**src/rtl/apb4_crc_gen_if.sv**
```systemverilog
// ----------------------------------------------------------------------------
// apb4_crc_gen_if
//   APB4 bus bundle for the CRC generator slave.
//   master modport : drives paddr/psel/penable/pwrite/pwdata, samples responses
//   slave  modport : samples the request, drives prdata/pready/pslverr
// ----------------------------------------------------------------------------
interface apb4_crc_gen_if;
    logic [5:0]  paddr;
    logic        psel;
    logic        penable;
    logic        pwrite;
    logic [31:0] pwdata;
    logic [31:0] prdata;
    logic        pready;
    logic        pslverr;

    modport master (
        output paddr, psel, penable, pwrite, pwdata,
        input  prdata, pready, pslverr
    );

    modport slave (
        input  paddr, psel, penable, pwrite, pwdata,
        output prdata, pready, pslverr
    );
endinterface

```
**src/rtl/apb4_crc_gen.sv**
```systemverilog
// ----------------------------------------------------------------------------
// apb4_crc_gen
//   APB4 slave computing a CRC of CRC_WIDTH bits with programmable polynomial,
//   init value, xor-out value and input/output bit reflection. Data words are
//   queued in a FIFO and folded BITS_PER_CYC bits per clock, MSB first.
// Ports
//   pclk  : single clock
//   prst  : synchronous active-high reset
//   apb   : APB4 slave bundle (zero wait state, pready tied high)
//   irq_o : CTRL.ie & STAT.done
// Register map (index = paddr[5:2])
//   0 CTRL, 1 POLY, 2 INIT, 3 XORV, 4 DATA (wo), 5 RSLT (ro), 6 STAT
// ----------------------------------------------------------------------------
module apb4_crc_gen #(
    parameter int CRC_WIDTH    = 32,
    parameter int BITS_PER_CYC = 8,
    parameter int FIFO_DEPTH   = 4
) (
    input  logic          pclk,
    input  logic          prst,
    apb4_crc_gen_if.slave apb,
    output logic          irq_o
);
    localparam int W     = CRC_WIDTH;
    localparam int PTR_W = $clog2(FIFO_DEPTH);
    localparam int CNT_W = PTR_W + 1;

    localparam logic [3:0] IDX_CTRL = 4'd0;
    localparam logic [3:0] IDX_POLY = 4'd1;
    localparam logic [3:0] IDX_INIT = 4'd2;
    localparam logic [3:0] IDX_XORV = 4'd3;
    localparam logic [3:0] IDX_DATA = 4'd4;
    localparam logic [3:0] IDX_RSLT = 4'd5;
    localparam logic [3:0] IDX_STAT = 4'd6;

    typedef enum logic [0:0] {ST_IDLE = 1'b0, ST_SHIFT = 1'b1} state_t;

    function automatic logic [31:0] rev32(input logic [31:0] d);
        logic [31:0] r;
        for (int i = 0; i < 32; i++) r[i] = d[31-i];
        return r;
    endfunction

    function automatic logic [W-1:0] rev_w(input logic [W-1:0] d);
        logic [W-1:0] r;
        for (int i = 0; i < W; i++) r[i] = d[W-1-i];
        return r;
    endfunction

    // Folds BITS_PER_CYC data bits (din MSB first) into the CRC register.
    function automatic logic [W-1:0] crc_fold(input logic [W-1:0] crc,
                                              input logic [W-1:0] poly,
                                              input logic [BITS_PER_CYC-1:0] din);
        logic [W-1:0] c;
        logic         fb;
        c = crc;
        for (int i = BITS_PER_CYC - 1; i >= 0; i--) begin
            fb = c[W-1] ^ din[i];
            c  = {c[W-2:0], 1'b0} ^ (fb ? poly : {W{1'b0}});
        end
        return c;
    endfunction

    logic             r_en, r_revin, r_revout, r_ie;
    logic [1:0]       r_size;
    logic [W-1:0]     r_poly, r_init, r_xorv, r_crc;
    logic             r_ovf, r_done;
    logic [31:0]      r_fifo [FIFO_DEPTH];
    logic [PTR_W-1:0] r_wptr, r_rptr;
    logic [CNT_W-1:0] r_count;
    state_t           r_state, w_state_nxt;
    logic [31:0]      r_shift;
    logic [5:0]       r_cyc;

    logic        w_access, w_wr, w_rd, w_full, w_empty, w_busy;
    logic [3:0]  w_idx;
    logic        w_data_wr, w_push, w_ovf_set, w_cfg_wr, w_cfg_err, w_cfg_ok;
    logic        w_ctrl_wr, w_clr, w_stat_wr, w_bad_idx, w_pop, w_last;
    logic [5:0]  w_size_bits, w_cyc_init;
    logic [31:0] w_head, w_aligned, w_prdata;
    logic [W-1:0] w_rslt;
    logic [3:0]  w_count4;
    logic        w_unused_addr;

    assign w_access  = apb.psel && apb.penable;
    assign w_wr      = w_access && apb.pwrite;
    assign w_rd      = w_access && !apb.pwrite;
    assign w_idx     = apb.paddr[5:2];
    assign w_unused_addr = ^apb.paddr[1:0];

    assign w_full    = (r_count == CNT_W'(FIFO_DEPTH));
    assign w_empty   = (r_count == {CNT_W{1'b0}});
    assign w_busy    = !w_empty || (r_state == ST_SHIFT);

    // A full FIFO rejects the push even if the engine pops in the same cycle.
    assign w_data_wr = w_wr && (w_idx == IDX_DATA);
    assign w_push    = w_data_wr && !w_full;
    assign w_ovf_set = w_data_wr && w_full;
    assign w_cfg_wr  = w_wr && ((w_idx == IDX_POLY) || (w_idx == IDX_INIT) || (w_idx == IDX_XORV));
    assign w_cfg_err = w_cfg_wr && w_busy;
    assign w_cfg_ok  = w_cfg_wr && !w_busy;
    assign w_ctrl_wr = w_wr && (w_idx == IDX_CTRL);
    assign w_clr     = w_ctrl_wr && apb.pwdata[1];
    assign w_stat_wr = w_wr && (w_idx == IDX_STAT);
    assign w_bad_idx = (w_idx > IDX_STAT);

    assign w_head     = r_fifo[r_rptr];
    assign w_cyc_init = (w_size_bits / 6'(BITS_PER_CYC)) - 6'd1;
    // Full reversal also left-aligns the low SIZE bits, LSB first.
    assign w_aligned  = r_revin ? rev32(w_head) : (w_head << (6'd32 - w_size_bits));

    assign w_rslt   = (r_revout ? rev_w(r_crc) : r_crc) ^ r_xorv;
    assign w_count4 = 4'(r_count);

    assign apb.prdata  = w_prdata;
    assign apb.pready  = 1'b1;
    assign apb.pslverr = w_access && (w_bad_idx || w_ovf_set || w_cfg_err);
    assign irq_o       = r_ie && r_done;

    // Word size decode from CTRL.size.
    always_comb begin
        w_size_bits = 6'd32;
        case (r_size)
            2'd0:    w_size_bits = 6'd8;
            2'd1:    w_size_bits = 6'd16;
            default: w_size_bits = 6'd32;
        endcase
    end

    // Engine next-state logic; clr forces IDLE and suppresses pop/fold.
    always_comb begin
        w_state_nxt = r_state;
        w_pop       = 1'b0;
        w_last      = 1'b0;
        if (w_clr) begin
            w_state_nxt = ST_IDLE;
        end else begin
            case (r_state)
                ST_IDLE: begin
                    if (r_en && !w_empty) begin
                        w_pop       = 1'b1;
                        w_state_nxt = ST_SHIFT;
                    end else begin
                        w_state_nxt = ST_IDLE;
                    end
                end
                ST_SHIFT: begin
                    if (r_cyc == 6'd0) begin
                        w_last      = 1'b1;
                        w_state_nxt = ST_IDLE;
                    end else begin
                        w_state_nxt = ST_SHIFT;
                    end
                end
                default: w_state_nxt = ST_IDLE;
            endcase
        end
    end

    // Engine state register.
    always_ff @(posedge pclk) begin
        if (prst) r_state <= ST_IDLE;
        else      r_state <= w_state_nxt;
    end

    // CRC datapath: load on pop, fold during SHIFT, reload INIT on clr.
    always_ff @(posedge pclk) begin
        if (prst) begin
            r_crc   <= {W{1'b0}};
            r_shift <= 32'd0;
            r_cyc   <= 6'd0;
        end else if (w_clr) begin
            r_crc   <= r_init;
            r_shift <= 32'd0;
            r_cyc   <= 6'd0;
        end else if (w_pop) begin
            r_shift <= w_aligned;
            r_cyc   <= w_cyc_init;
        end else if (r_state == ST_SHIFT) begin
            r_crc   <= crc_fold(r_crc, r_poly, r_shift[31 -: BITS_PER_CYC]);
            r_shift <= r_shift << BITS_PER_CYC;
            r_cyc   <= r_cyc - 6'd1;
        end
    end

    // Configuration registers.
    always_ff @(posedge pclk) begin
        if (prst) begin
            r_en     <= 1'b0;
            r_revin  <= 1'b0;
            r_revout <= 1'b0;
            r_size   <= 2'd0;
            r_ie     <= 1'b0;
            r_poly   <= {W{1'b0}};
            r_init   <= {W{1'b0}};
            r_xorv   <= {W{1'b0}};
        end else begin
            if (w_ctrl_wr) begin
                r_en     <= apb.pwdata[0];
                r_revin  <= apb.pwdata[2];
                r_revout <= apb.pwdata[3];
                r_size   <= apb.pwdata[5:4];
                r_ie     <= apb.pwdata[6];
            end
            if (w_cfg_ok) begin
                case (w_idx)
                    IDX_POLY: r_poly <= apb.pwdata[W-1:0];
                    IDX_INIT: r_init <= apb.pwdata[W-1:0];
                    IDX_XORV: r_xorv <= apb.pwdata[W-1:0];
                    default:  r_poly <= r_poly;
                endcase
            end
        end
    end

    // Sticky status flags; hardware set wins over a same-cycle W1C.
    always_ff @(posedge pclk) begin
        if (prst) begin
            r_ovf  <= 1'b0;
            r_done <= 1'b0;
        end else begin
            if (w_ovf_set)                        r_ovf <= 1'b1;
            else if (w_stat_wr && apb.pwdata[3])  r_ovf <= 1'b0;

            if (w_clr)                            r_done <= 1'b0;
            else if (w_last && w_empty)           r_done <= 1'b1;
            else if (w_stat_wr && apb.pwdata[4])  r_done <= 1'b0;
        end
    end

    // FIFO pointers and occupancy; clr flushes.
    always_ff @(posedge pclk) begin
        if (prst || w_clr) begin
            r_wptr  <= {PTR_W{1'b0}};
            r_rptr  <= {PTR_W{1'b0}};
            r_count <= {CNT_W{1'b0}};
        end else begin
            if (w_push) r_wptr <= r_wptr + PTR_W'(1);
            if (w_pop)  r_rptr <= r_rptr + PTR_W'(1);
            case ({w_push, w_pop})
                2'b10:   r_count <= r_count + CNT_W'(1);
                2'b01:   r_count <= r_count - CNT_W'(1);
                default: r_count <= r_count;
            endcase
        end
    end

    // FIFO storage; contents are meaningless while count is zero.
    always_ff @(posedge pclk) begin
        if (w_push) r_fifo[r_wptr] <= apb.pwdata;
    end

    // Read mux; zero outside a read access.
    always_comb begin
        w_prdata = 32'd0;
        if (w_rd) begin
            case (w_idx)
                IDX_CTRL: w_prdata = {25'd0, r_ie, r_size, r_revout, r_revin, 1'b0, r_en};
                IDX_POLY: w_prdata = 32'(r_poly);
                IDX_INIT: w_prdata = 32'(r_init);
                IDX_XORV: w_prdata = 32'(r_xorv);
                IDX_RSLT: w_prdata = 32'(w_rslt);
                IDX_STAT: w_prdata = {20'd0, w_count4, 3'd0, r_done, r_ovf, w_empty, w_full, w_busy};
                default:  w_prdata = 32'd0;
            endcase
        end else begin
            w_prdata = 32'd0;
        end
    end
endmodule

```
**src/flat_wrapper.sv**
```systemverilog
// flat-port wrapper written by rule: the top's interface ports become plain ports
module apb4_crc_gen_flat 
#(
    parameter int CRC_WIDTH    = 32,
    parameter int BITS_PER_CYC = 8,
    parameter int FIFO_DEPTH   = 4
)
  (pclk, prst, irq_o, apb_paddr, apb_psel, apb_penable, apb_pwrite, apb_pwdata, apb_prdata, apb_pready, apb_pslverr);
  apb4_crc_gen_if apb_i ();
  input  logic pclk;
  input  logic prst;
  output logic irq_o;
  input wire logic [$bits(apb_i.paddr)-1:0] apb_paddr;
  input wire logic [$bits(apb_i.psel)-1:0] apb_psel;
  input wire logic [$bits(apb_i.penable)-1:0] apb_penable;
  input wire logic [$bits(apb_i.pwrite)-1:0] apb_pwrite;
  input wire logic [$bits(apb_i.pwdata)-1:0] apb_pwdata;
  output wire logic [$bits(apb_i.prdata)-1:0] apb_prdata;
  output wire logic [$bits(apb_i.pready)-1:0] apb_pready;
  output wire logic [$bits(apb_i.pslverr)-1:0] apb_pslverr;
  assign apb_i.paddr = apb_paddr;
  assign apb_i.psel = apb_psel;
  assign apb_i.penable = apb_penable;
  assign apb_i.pwrite = apb_pwrite;
  assign apb_i.pwdata = apb_pwdata;
  assign apb_prdata = apb_i.prdata;
  assign apb_pready = apb_i.pready;
  assign apb_pslverr = apb_i.pslverr;
  apb4_crc_gen #(.CRC_WIDTH(CRC_WIDTH), .BITS_PER_CYC(BITS_PER_CYC), .FIFO_DEPTH(FIFO_DEPTH)) u_core (.pclk(pclk), .prst(prst), .apb(apb_i), .irq_o(irq_o));
endmodule
```
**config.mk**
```make
export PLATFORM = sky130hd
export DESIGN_NAME = apb4_crc_gen_flat
export DESIGN_NICKNAME = d
export VERILOG_FILES = /design/src/rtl/apb4_crc_gen_if.sv /design/src/rtl/apb4_crc_gen.sv /design/src/flat_wrapper.sv
export SDC_FILE = /design/constraint.sdc
export NUM_CORES = 1
export LEC_CHECK = 0
export ABC_AREA = 1
export CAP_MARGIN = 20
export CORE_UTILIZATION = 56
export DETAILED_ROUTE_END_ITERATION = 10
export GPL_TIMING_DRIVEN = 0
export PLACE_DENSITY = 0.8
export SYNTH_ARGS = -nofsm -noshare
export SYNTH_HDL_FRONTEND = slang
export SYNTH_SLANG_ARGS = --single-unit
```
**constraint.sdc**
```tcl
create_clock -name pclk -period 3.8 [get_ports pclk]
set_clock_uncertainty 0.05 [all_clocks]
set_input_delay 1.14 -clock pclk [delete_from_list [all_inputs] [get_ports pclk]]
set_output_delay 1.14 -clock pclk [all_outputs]
set_load 0.02 [all_outputs]
```
==> summary.md, run 1 <==
| Metric | Value |
|---|---|
| Synth cell count leaders | `nand2_1 (570), nand3_1 (305), inv_1 (292), a21oi_1 (211), o21ai_0 (204)` |
| Mapped cell area | `18,900 um2` |
| Post-synthesis xor/xnor area fraction | `6.69%` |
| Most common cell on crit path | `nor2_1` |
| Pin slew with the least headroom to its limit | `1.07 ns` |
| Post-synthesis mux area share | `0%` |
| Post-synth top area share | `20.4%` |
| Clock Root Buffer | `clkbuf_16` |
| Finished Layout Cells | `3,258` |
| Routability cong. | `1.03` |
| Status | `finished with violations` |
| Sequential fraction of the synthesis area | `39.9%` |
| Buf+Inv Stages, Crit Path | `2` |
| First-pass GRT wire length | `108,000 um` |
| CTS sink cnt | `312` |
| Share of cells above drive strength 1 | `11.5%` |
| Most common cell in the netlist | `nand2_1` |
| Pwr Total | `7.33 mW` |
| Crit path DAT | `2.67 ns` |
| Post-CTS Hold Buffers | `0` |
| Fin Hold WS | `0.415 ns` |
| Compound-Gate Fraction of Synth Area | `17.5%` |
| Final setup violation count | `6` |
| All-Layer GR Usage | `42.2%` |
| Type of the most critical hold path | `reg2reg` |
| Total gr overflow | `0` |
| Chip height | `186 um` |
| Total CTS buffers | `35` |
| CP Cell Sequence | `nor3_1 > inv_1 > nor2_1 > o21ai_0 > a2111oi_2 > nor2_1 > clkdlybuf4s15_2` |
| Largest cells by area after synthesis | `edfxtp_1 (20%), dfxtp_1 (20%), nand2_1 (11%), nand3_1 (8.1%), inv_1 (5.8%)` |
| Largest net degree at the start of global routing | `29` |
| Critical path endpoint category | `primary output` |
| Final-report max-slew violation count | `0` |
| # port buffers | `73` |
| DP HPWL | `53,500 um` |
| # IOs | `78` |
| Top cell family by delay on the critical path | `simple AND/OR/NAND/NOR gates` |
| Inst Count DP | `3,177` |
| FFs w/ async S/R, synth | `0%` |
| DR DRC count | `0` |
| Post-synthesis cell count | `2,658` |
| Main combinational cell family by area after synthesis | `simple AND/OR/NAND/NOR gates` |
| CTS H-tree depth | `2` |
| Fin crit period | `3.86 ns` |
| CTS tree | `yes` |
| Row count | `66` |
| Worst slew margin | `28.5%` |
| Ys flop type | `dfxtp_1` |
| DIE WIDTH | `186 um` |
| Antenna cell count | `0` |
| YS warnings | `0` |
| Maximum clock frequency | `259 MHz` |
| Post-synth EDFFs | `128` |
| Worst Setup Start Kind | `flop` |
| Vias in the first global route | `18,400` |
| Final nets | `2,842` |
| Worst setup margin | `-0.0558 ns` |
| Clk slew on worst S/H paths | `0.06 ns` |
| Area delta synth->final | `17.7%` |
| Syn Nets | `2,708` |
| Core area | `32,900 um2` |
| Failing checks | `setup timing` |
| Number of max-cap violations | `0` |
| Maximum root-to-sink buffer count | `3` |
| Initial antenna violation count | `0` |
| Wire per inst | `22.5 um` |
| Lkg Pwr | `8.05 nW` |
| Die area | `34,400 um2` |
| Via count | `19,800` |
| Pwr/cell area | `330 nW/um2` |
| Crit share post-route | `101%` |
| Fillcell total | `2,948` |
| Final Hold Viols | `0` |
| DRT Pass-1 Iters | `6` |
| Clk_lat worst skew | `0.54 ns` |
| Post-Synth Adder-Cell Area | `0.504%` |
| RSZ-0062 raised after global routing | `true` |
| Pre-CTS setup slack | `-1.74 ns` |
| Post-Route WL | `73,200 um` |
| Synth unique cells | `42` |
| Number of vias per cell | `6.09` |
| Final ANT Viol Nets | `0` |
| Initial Util | `57.4%` |
| Crit path max fanout | `5` |
| VDD IR max | `0.313 mV` |
| DRT iter0 DRCs | `2,213` |
| Post-synth top area cell | `edfxtp_1` |
| CP Data Required Time | `2.61 ns` |
| Worst path max stage delay | `0.42 ns` |
| Max stage delay cell, worst path | `nor3_1` |
| WS Path Type | `reg2out` |
| Avg Cell Area, Syn | `7.09 um2` |
| Flops & latches, synth | `312` |
| Simple-gate area share of the yosys netlist | `24.9%` |
kinds of logic after synthesis:
kind of cell	Yosys count
buffers and inverters	507
other	1
AOI/OAI and AO/OA	581
adders and majority gates	7
and+or+nand+nor	1106
xor gates and xnor gates	144
DFF	312
worst paths after layout:
check | from | endpoint | slack (ns) | cells after the start
worst max register to register | u_core.r_crc[31] | u_core.r_crc[29] | 0.18 | 25
worst min register to register | u_core.r_shift[1] | u_core.r_shift[1] | 0.42 | 2
worst max-delay path | u_core.r_count[0] | apb_prdata[0] | -0.06 | 7
worst min-delay path | u_core.r_shift[1] | u_core.r_shift[1] | 0.42 | 2
layout make-up:
| cell class | instances | area, um2 | share of cell area (%) |
|---|---|---|---|
| buffer | 174 | 933 | 4.20 |
| timing repair buffer | 97 | 936 | 4.22 |
| sequential | 312 | 7530 | 33.9 |
| clock buffer | 50 | 1040 | 4.70 |
| tap | 442 | 553 | 2.49 |
| inverter | 332 | 1270 | 5.73 |
| clock inverter | 11 | 155 | 0.699 |
| multi-input combinational | 1839 | 9770 | 44.0 |
| timing repair inverter | 1 | 7.51 | 0.0338 |
registers in the layout, summed over array words and instances (netlist names), named ones only:
name,count
u_core.r_fifo,128
u_core.r_count,3
u_core.r_ovf,1
u_core.r_revin,1
u_core.r_state,1
u_core.r_cyc,6
u_core.r_size,2
u_core.r_init,32
u_core.r_ie,1
u_core.r_revout,1
u_core.r_rptr,2
u_core.r_done,1
u_core.r_wptr,2
u_core.r_crc,32
u_core.r_en,1
u_core.r_poly,32
u_core.r_xorv,32
u_core.r_shift,32
power by group:
group	leakage [nW]	total [mW]	switching, mW	internal [mW]
clock network	0.589	3.54	1.47	2.07
registers	2.63	3.49	0.00213	3.49
logic	4.83	0.301	0.213	0.0877
total	8.05	7.33	1.69	5.64
tightest hold or removal path: stages (launching register included):
cell and delay (ns):
dfxtp_1 0.31, nand2_1 0.06, a21oi_1 0.05
metal layers:
layer  vias to the layer above  share of wire (%)  track usage [%]
li1                       9090                  -                -
met1                      9237                 38             53.3
met2                      1224                 45             67.3
met3                       286                 10             6.93
met4                         0                7.0             26.3
met5                         -                  0                0
cells in the final DEF, fill, tap and decap left out, drive strengths merged, types with 2 or more instances in the layout:
cell / count
bufinv: 2
nor3: 11
o221ai: 8
a221oi: 12
nand3b: 2
o211ai: 6
nor2: 187
or2: 3
a21oi: 211
clkdlybuf4s15: 5
inv: 330
ha: 6
clkbuf: 184
edfxtp: 128
dfxtp: 184
nor3b: 2
nand3: 310
dlygate4sd2: 5
o21ai: 204
xnor2: 83
clkinvlp: 3
a2111oi: 6
a31oi: 11
a211oi: 19
a32o: 21
nand2: 581
o22ai: 78
xor2: 61
clkdlybuf4s50: 32
buf: 95
clkinv: 9
nand4: 10
a22oi: 2
metrics by stage:
step / TNS (ns) / instance area (um2) / util, %
after detailed placement: -183.79 / 20300 / 61.7
after global routing: -0.369 / 22200 / 67.5
final: -0.190 / 22200 / 67.5
after CTS: 0 / 22000 / 67.0
after global placement: -380.36 / 20100 / 61.3
after floorplan: 0 / 18900 / -
repair_timing:
item | 4_1_cts | 5_1_grt
pin swaps | 14 | 11
endpoints found under the setup margin | 129 | 66
gates resized for setup | 272 | 68
buffers inserted | 11 | 5
cloned | 4 | 1
(Power assumes the default switching activity.)
==> run 2, diff against run 1 <==
Settings changed: CORE_UTILIZATION 56 to 25, PLACE_DENSITY 0.8 to 0.44, SETUP_SLACK_MARGIN set to 0.4.
==> summary.md, run 2 (synthesis results as in run 1) <==
| Metric | Value |
|---|---|
| Routability cong. | `0.907 (-12%)` |
| CP Cell Sequence | `buf_12 > clkinv_8 > nor2_4 > nand2_4 > clkinv_8 > clkbuf_16 > o21ai_0 > a21oi_1 > a211oi_2 > nor2_2 > buf_6` |
| Pwr Total | `7.60 mW (+3.7%)` |
| Wire per inst | `22.2 um (-1.2%)` |
| # port buffers | `73 (unchanged)` |
| Die area | `76,500 um2 (+120%)` |
| Pwr/cell area | `297 nW/um2 (-10%)` |
| All-Layer GR Usage | `21.5% (-21 points)` |
| Max reg flops | `128 (unchanged)` |
| DRT iter0 DRCs | `1,589 (-28%)` |
| Met1 WL | `38,600 um (+38%)` |
| Initial antenna violation count | `2 (+2)` |
| Largest register by flop count | `u_core.r_fifo` |
| Routed wl met3 | `3890 um (-48%)` |
| Final nets | `2,911 (+2.4%)` |
| Fillcell total | `7,801 (+160%)` |
| DR DRC count | `0 (unchanged)` |
| Share of cells above drive strength 1 | `22.3% (+11 points)` |
| Final-report max-slew violation count | `0 (unchanged)` |
| CTS H-tree depth | `2 (unchanged)` |
| Most frequent cells in the layout | `nand2_1 (523), inv_1 (273), nand3_1 (229), dfxtp_1 (178), o21ai_0 (174)` |
| Vias in the first global route | `18,300 (-0.36%)` |
| Initial Util | `25.3% (-32 points)` |
| VDD IR max | `0.278 mV (-11%)` |
| Final setup violation count | `0 (-6)` |
| WS Path Type | `in2out` |
| Fin crit period | `3.79 ns (-0.0685 ns)` |
| Number of vias per cell | `5.05 (-17%)` |
| CTS sink cnt | `312 (unchanged)` |
| Status | `complete, no violations` |
| Crit path max fanout | `6 (+1)` |
| Crit share post-route | `99.7% (-1.8 points)` |
| Chip height | `277 um (+49%)` |
| DRT Pass-1 Iters | `5 (-1)` |
| Commonest non-fill, non-tap cell in the layout | `nand2_1` |
| Clock Root Buffer | `clkbuf_16` |
| CTS tree | `yes` |
| Maximum clock frequency | `264 MHz (+1.8%)` |
| Sum Neg Setup Slack | `0 ns (+0.190 ns)` |
| Final Util | `34.4% (-33 points)` |
| Critical path endpoint category | `primary output` |
| Maximum root-to-sink buffer count | `3 (unchanged)` |
| Final Hold Viols | `0 (unchanged)` |
| Design area | `25,600 um2 (+15%)` |
| # IOs | `78 (unchanged)` |
| Lkg Pwr | `8.82 nW (+9.5%)` |
| Setup slack, reg-to-reg | `0.40 ns (+0.22 ns)` |
| Clk_lat worst skew | `0.58 ns (+0.04 ns)` |
| Pin slew with the least headroom to its limit | `0.974 ns (-0.0944 ns)` |
| Post-DP Area | `21,000 um2 (+3.5%)` |
| Max stage delay cell, worst path | `nor2_2` |
| Via count | `19,500 (-1.7%)` |
| DIE WIDTH | `277 um (+49%)` |
| Number of max-cap violations | `0 (unchanged)` |
| Core area | `74,600 um2 (+130%)` |
| Type of the most critical hold path | `reg2reg` |
| Worst path max stage delay | `0.26 ns (-0.16 ns)` |
| Post-Route WL | `85,700 um (+17%)` |
| RSZ-0062 raised after global routing | `true` |
| Area delta synth->final | `35.8%` |
| Top cell family by delay on the critical path | `buffers and inverters` |
| Buf+Inv Stages, Crit Path | `5 (+3)` |
| Largest net degree at the start of global routing | `26 (-10%)` |
| Clk slew on worst S/H paths | `0.05 ns (about the same)` |
| CP Data Required Time | `2.61 ns (about the same)` |
| Crit path DAT | `2.60 ns (-0.07 ns)` |
| Top Metal Used | `met4` |
| Post-CTS Hold Buffers | `0 (unchanged)` |
| Worst Setup Start Kind | `input pin` |
| Row count | `100 (+52%)` |
| DP HPWL | `62,600 um (+17%)` |
| Final ANT Viol Nets | `0 (unchanged)` |
| Metal2 WL | `40,700 um (+25%)` |
| First-pass GRT wire length | `123,000 um (+14%)` |
| Worst slew margin | `35.0% (+6.6 points)` |
| Total gr overflow | `0 (unchanged)` |
| Total CTS buffers | `39 (+11%)` |
| Most common cell on crit path | `clkinv_8` |
## run 2: cell types whose count changed in the layout (fill, tap and decap cells not counted), sizes merged, moves of 2 or more
cell,previous run,this run
buf,95,162
clkbuf,184,196
clkdlybuf4s15,5,0
clkinv,9,15
diode,0,2
dlygate4sd2,5,2
## run 2: worst register-to-register path: cells and delay by family, from the launching register on
| family | cells | cell delay, ns |
|---|---|---|
| compound gates | 1 | 0.06 |
| flops | 1 | 0.39 |
| simple gates | 20 | 2.14 |
| buf+inv | 7 | 0.66 |
## run 2: through the flow
step	hold WS [ns]	instances	setup slack, ns
CTS	0.415	3817	0.0677
detailed placement	0.407	3705	-1.63
floorplan	0.387	2658	0.163
finish	0.413	3863	0.0127
global placement	0.397	3700	-2.50
global route	0.427	3861	0.00936
## run 2: final timing paths
path | start | end | cells after the start
setup / recovery | apb_paddr[2] | apb_prdata[22] | 11
hold / removal | u_core.r_shift[6] | u_core.r_shift[6] | 2
setup reg to reg | u_core.r_shift[30] | u_core.r_crc[18] | 28
hold reg to reg | u_core.r_shift[6] | u_core.r_shift[6] | 2
## run 2: what timing repair did
action                                  4_1_cts  5_1_grt
pin swaps                                    53      131
cloned                                        8        7
setup buffers                                32       37
endpoints found under the setup margin      315       78
gates resized for setup                     459      387
## run 2: power breakdown
group | internal [mW] | total [mW] | switching (mW) | leakage, nW
registers | 3.48 | 3.49 | 0.00217 | 2.64
logic | 0.116 | 0.354 | 0.239 | 5.57
clock network | 2.15 | 3.76 | 1.61 | 0.617
## run 2: final cells by class
type                       instances  area (um2)  share of cell area (%)
timing repair inverter             2        15.0                  0.0586
tap                              969        1210                    4.73
multi-input combinational       1840       11400                    44.4
clock buffer                      58        1130                    4.40
timing repair buffer             159        1760                    6.86
clock inverter                    14         146                   0.571
buffer                           175        1130                    4.40
sequential                       312        7540                    29.4
inverter                         332        1310                    5.13
antenna                            2        5.00                  0.0195
## run 2: layer usage
metal  GRT usage [%]  up-vias
li1                -     9257
met1            29.1     9507
met2            35.8      600
met3            2.08      134
met4            6.67        0
met5               0        -
==> run 3, diff against run 2 <==
Clock period 3.8 ns to 3 ns, I/O delays scaled along.
==> summary.md, run 3 (synthesis results as in run 1) <==
| Metric | Value |
|---|---|
| Net Sw Frac | `24.1% (-0.23 points)` |
| Pwr Total | `9.78 mW (+29%)` |
| DR DRC count | `0 (unchanged)` |
| CTS H-tree depth | `2 (unchanged)` |
| Post-Route WL | `87,500 um (+2.1%)` |
| Clock share of power | `50.0% (+0.5 points)` |
| Wire per inst | `22.7 um (+2.1%)` |
| Met1 GRT Util | `28.6% (-0.48 points)` |
| CTS sink cnt | `312 (unchanged)` |
| Largest net degree at the start of global routing | `27 (+3.8%)` |
| DRT Pass-1 Iters | `5 (unchanged)` |
| Vias in the first global route | `19,100 (+3.9%)` |
| Failing checks | `setup timing` |
| Total gr overflow | `0 (unchanged)` |
| Number of vias per cell | `5.06 (+0.22%)` |
| Worst slew margin | `37.3% (+2.3 points)` |
| Via count | `19,500 (+0.16%)` |
| # port buffers | `73 (unchanged)` |
| Most common cell on crit path | `nand3_4` |
| Number of max-cap violations | `0 (unchanged)` |
| Core area | `74,600 um2 (unchanged)` |
| Initial antenna violation count | `5 (+3)` |
| Chip height | `277 um (unchanged)` |
| Status | `finished with violations` |
| Sum Neg Setup Slack | `-15.73 ns (-15.73 ns)` |
| Worst Setup Start Kind | `flop` |
| WS Path Type | `reg2reg` |
| Commonest non-fill, non-tap cell in the layout | `nand2_1` |
| Largest register by flop count | `u_core.r_fifo` |
| DIE WIDTH | `277 um (unchanged)` |
| CP Data Required Time | `3.38 ns (+0.77 ns)` |
| Crit path DAT | `3.76 ns (+1.16 ns)` |
| Worst path max stage delay | `0.43 ns (+0.17 ns)` |
| RSZ-0062 raised after global routing | `true` |
| Most Used Layer, Global Route | `met2` |
| VDD IR max | `0.368 mV (+32%)` |
| DP HPWL | `62,900 um (+0.54%)` |
| Worst setup margin | `-0.379 ns (-0.392 ns)` |
| Maximum clock frequency | `296 MHz` |
| Met3 Use GR | `2.40% (+0.32 points)` |
| Fin crit period | `3.38 ns` |
| Post-CTS Hold Buffers | `0 (unchanged)` |
| Pin slew with the least headroom to its limit | `0.941 ns (-0.0339 ns)` |
| Pint | `7.42 mW (+29%)` |
| # IOs | `78 (unchanged)` |
| Critical path endpoint category | `flop` |
| Final nets | `2,911 (unchanged)` |
| Final setup violation count | `65 (+65)` |
| CTS tree | `yes` |
| Final-report max-slew violation count | `0 (unchanged)` |
| Die area | `76,500 um2 (unchanged)` |
| Pwr/cell area | `369 nW/um2 (+24%)` |
| Antenna cell count | `0 (-2)` |
| Met2 Track Usage GR | `36.6% (+0.79 points)` |
| Type of the most critical hold path | `reg2reg` |
| P_sw | `2.36 mW (+27%)` |
| Clk_lat worst skew | `0.58 ns (about the same)` |
| DRT iter0 DRCs | `1,553 (-2.3%)` |
| Lkg Pwr | `9.02 nW (+2.3%)` |
| First-pass GRT wire length | `125,000 um (+2.1%)` |
| Clk slew on worst S/H paths | `0.06 ns (about the same)` |
| Max stage delay cell, worst path | `dfxtp_4` |
| Fillcell total | `7,744 (-0.73%)` |
| Routability cong. | `0.920 (+1.4%)` |
| Maximum root-to-sink buffer count | `3 (unchanged)` |
| Crit path max fanout | `7 (+1)` |
| Final Hold Viols | `0 (unchanged)` |
| Flop pwr share | `45.2% (-0.7 points)` |
| Comb pwr share | `4.8% (about the same)` |
| Clock Root Buffer | `clkbuf_16` |
| All-Layer GR Usage | `21.8% (+0.39 points)` |
| Initial Util | `25.3% (unchanged)` |
| Finished Layout Cells | `3,861 (-0.052%)` |
| Crit share post-route | `113%` |
| Area delta synth->final | `40.7%` |
| Row count | `100 (unchanged)` |
| Final ANT Viol Nets | `0 (unchanged)` |
| Most frequent cells in the layout | `nand2_1 (492), inv_1 (270), nand3_1 (210), dfxtp_1 (175), a21oi_1 (152)` |
| Max reg flops | `128 (unchanged)` |
| Share of cells above drive strength 1 | `27.2% (+4.9 points)` |
| Total CTS buffers | `39 (unchanged)` |
| Inst Count DP | `3,703 (-0.054%)` |
run 3: changes by cell type in the layout (fill, tap and decap cells not counted), moves of 18 or more:
cell	previous run	this run
nand2_1	523	492
clkbuf_1	109	91
nand2_2	29	59
nand3_1	229	210
o21ai_2	11	33
o21ai_0	174	141
nand3_2	51	78
run 3: worst paths after layout:
kind                           start           endpoint  slack [ns]  cells after the start
setup / recovery  u_core.r_shift[31]    u_core.r_crc[2]       -0.38                     26
setup reg to reg  u_core.r_shift[31]    u_core.r_crc[2]       -0.38                     26
hold reg to reg    u_core.r_shift[2]  u_core.r_shift[2]        0.42                      2
hold / removal     u_core.r_shift[2]  u_core.r_shift[2]        0.42                      2
run 3: timing repair:
action / CTS / global route
setup endpoints to repair: 339 / 86
buffers inserted: 50 / 17
hold endpoints to repair: 0 / 0
resized for setup: 688 / 263
cloned: 13 / 6
pin swaps: 129 / 119
run 3: power by group through the flow:
| stage | registers (mW) | logic (mW) | clock network (mW) |
|---|---|---|---|
| after detailed placement | 4.51 | 0.349 | 0 |
| after global placement | 4.51 | 0.347 | 0 |
| after global routing | 4.41 | 0.492 | 5.11 |
| after floorplan | 4.51 | 0.136 | 0 |
| after CTS | 4.42 | 0.423 | 4.95 |
| final | 4.42 | 0.473 | 4.89 |
run 3: cell type report:
type	count	area, um2	area share (%)
Clock buffer	59	1140	4.32
Clock inverter	13	161	0.609
Timing Repair Buffer	159	1880	7.09
Multi-Input combinational cell	1842	12000	45.1
Inverter	332	1340	5.06
Tap cell	969	1210	4.57
Sequential cell	312	7550	28.5
Buffer	175	1270	4.77
run 3: critical path: cells and delay by family, from the launching register on:
family,cells,cell delay [ns]
buffers and inverters,6,0.61
flip-flops,1,0.43
AO/OA/AOI/OAI,1,0.10
AND/OR/NAND/NOR,19,2.01
run 3: per-layer routing:
metal | up-vias | routed length [um] | part of all wire, %
met3 | 168 | 3940 | 4.5
met1 | 9514 | 38500 | 44
met5 | - | 20 | 0.023
met2 | 606 | 41300 | 47
met4 | 2 | 3750 | 4.3
li1 | 9240 | - | -
run 3: stage by stage:
step	util (%)	hold slack [ns]	worst slack (ns)	instance area (um2)
after global routing	35.6	0.428	-0.503	26500
after CTS	33.9	0.413	-0.230	25300
final	35.6	0.418	-0.379	26500
after floorplan	-	0.387	0.132	19400
after global placement	28.6	0.399	-1.48	21400
after detailed placement	28.7	0.406	-1.49	21400
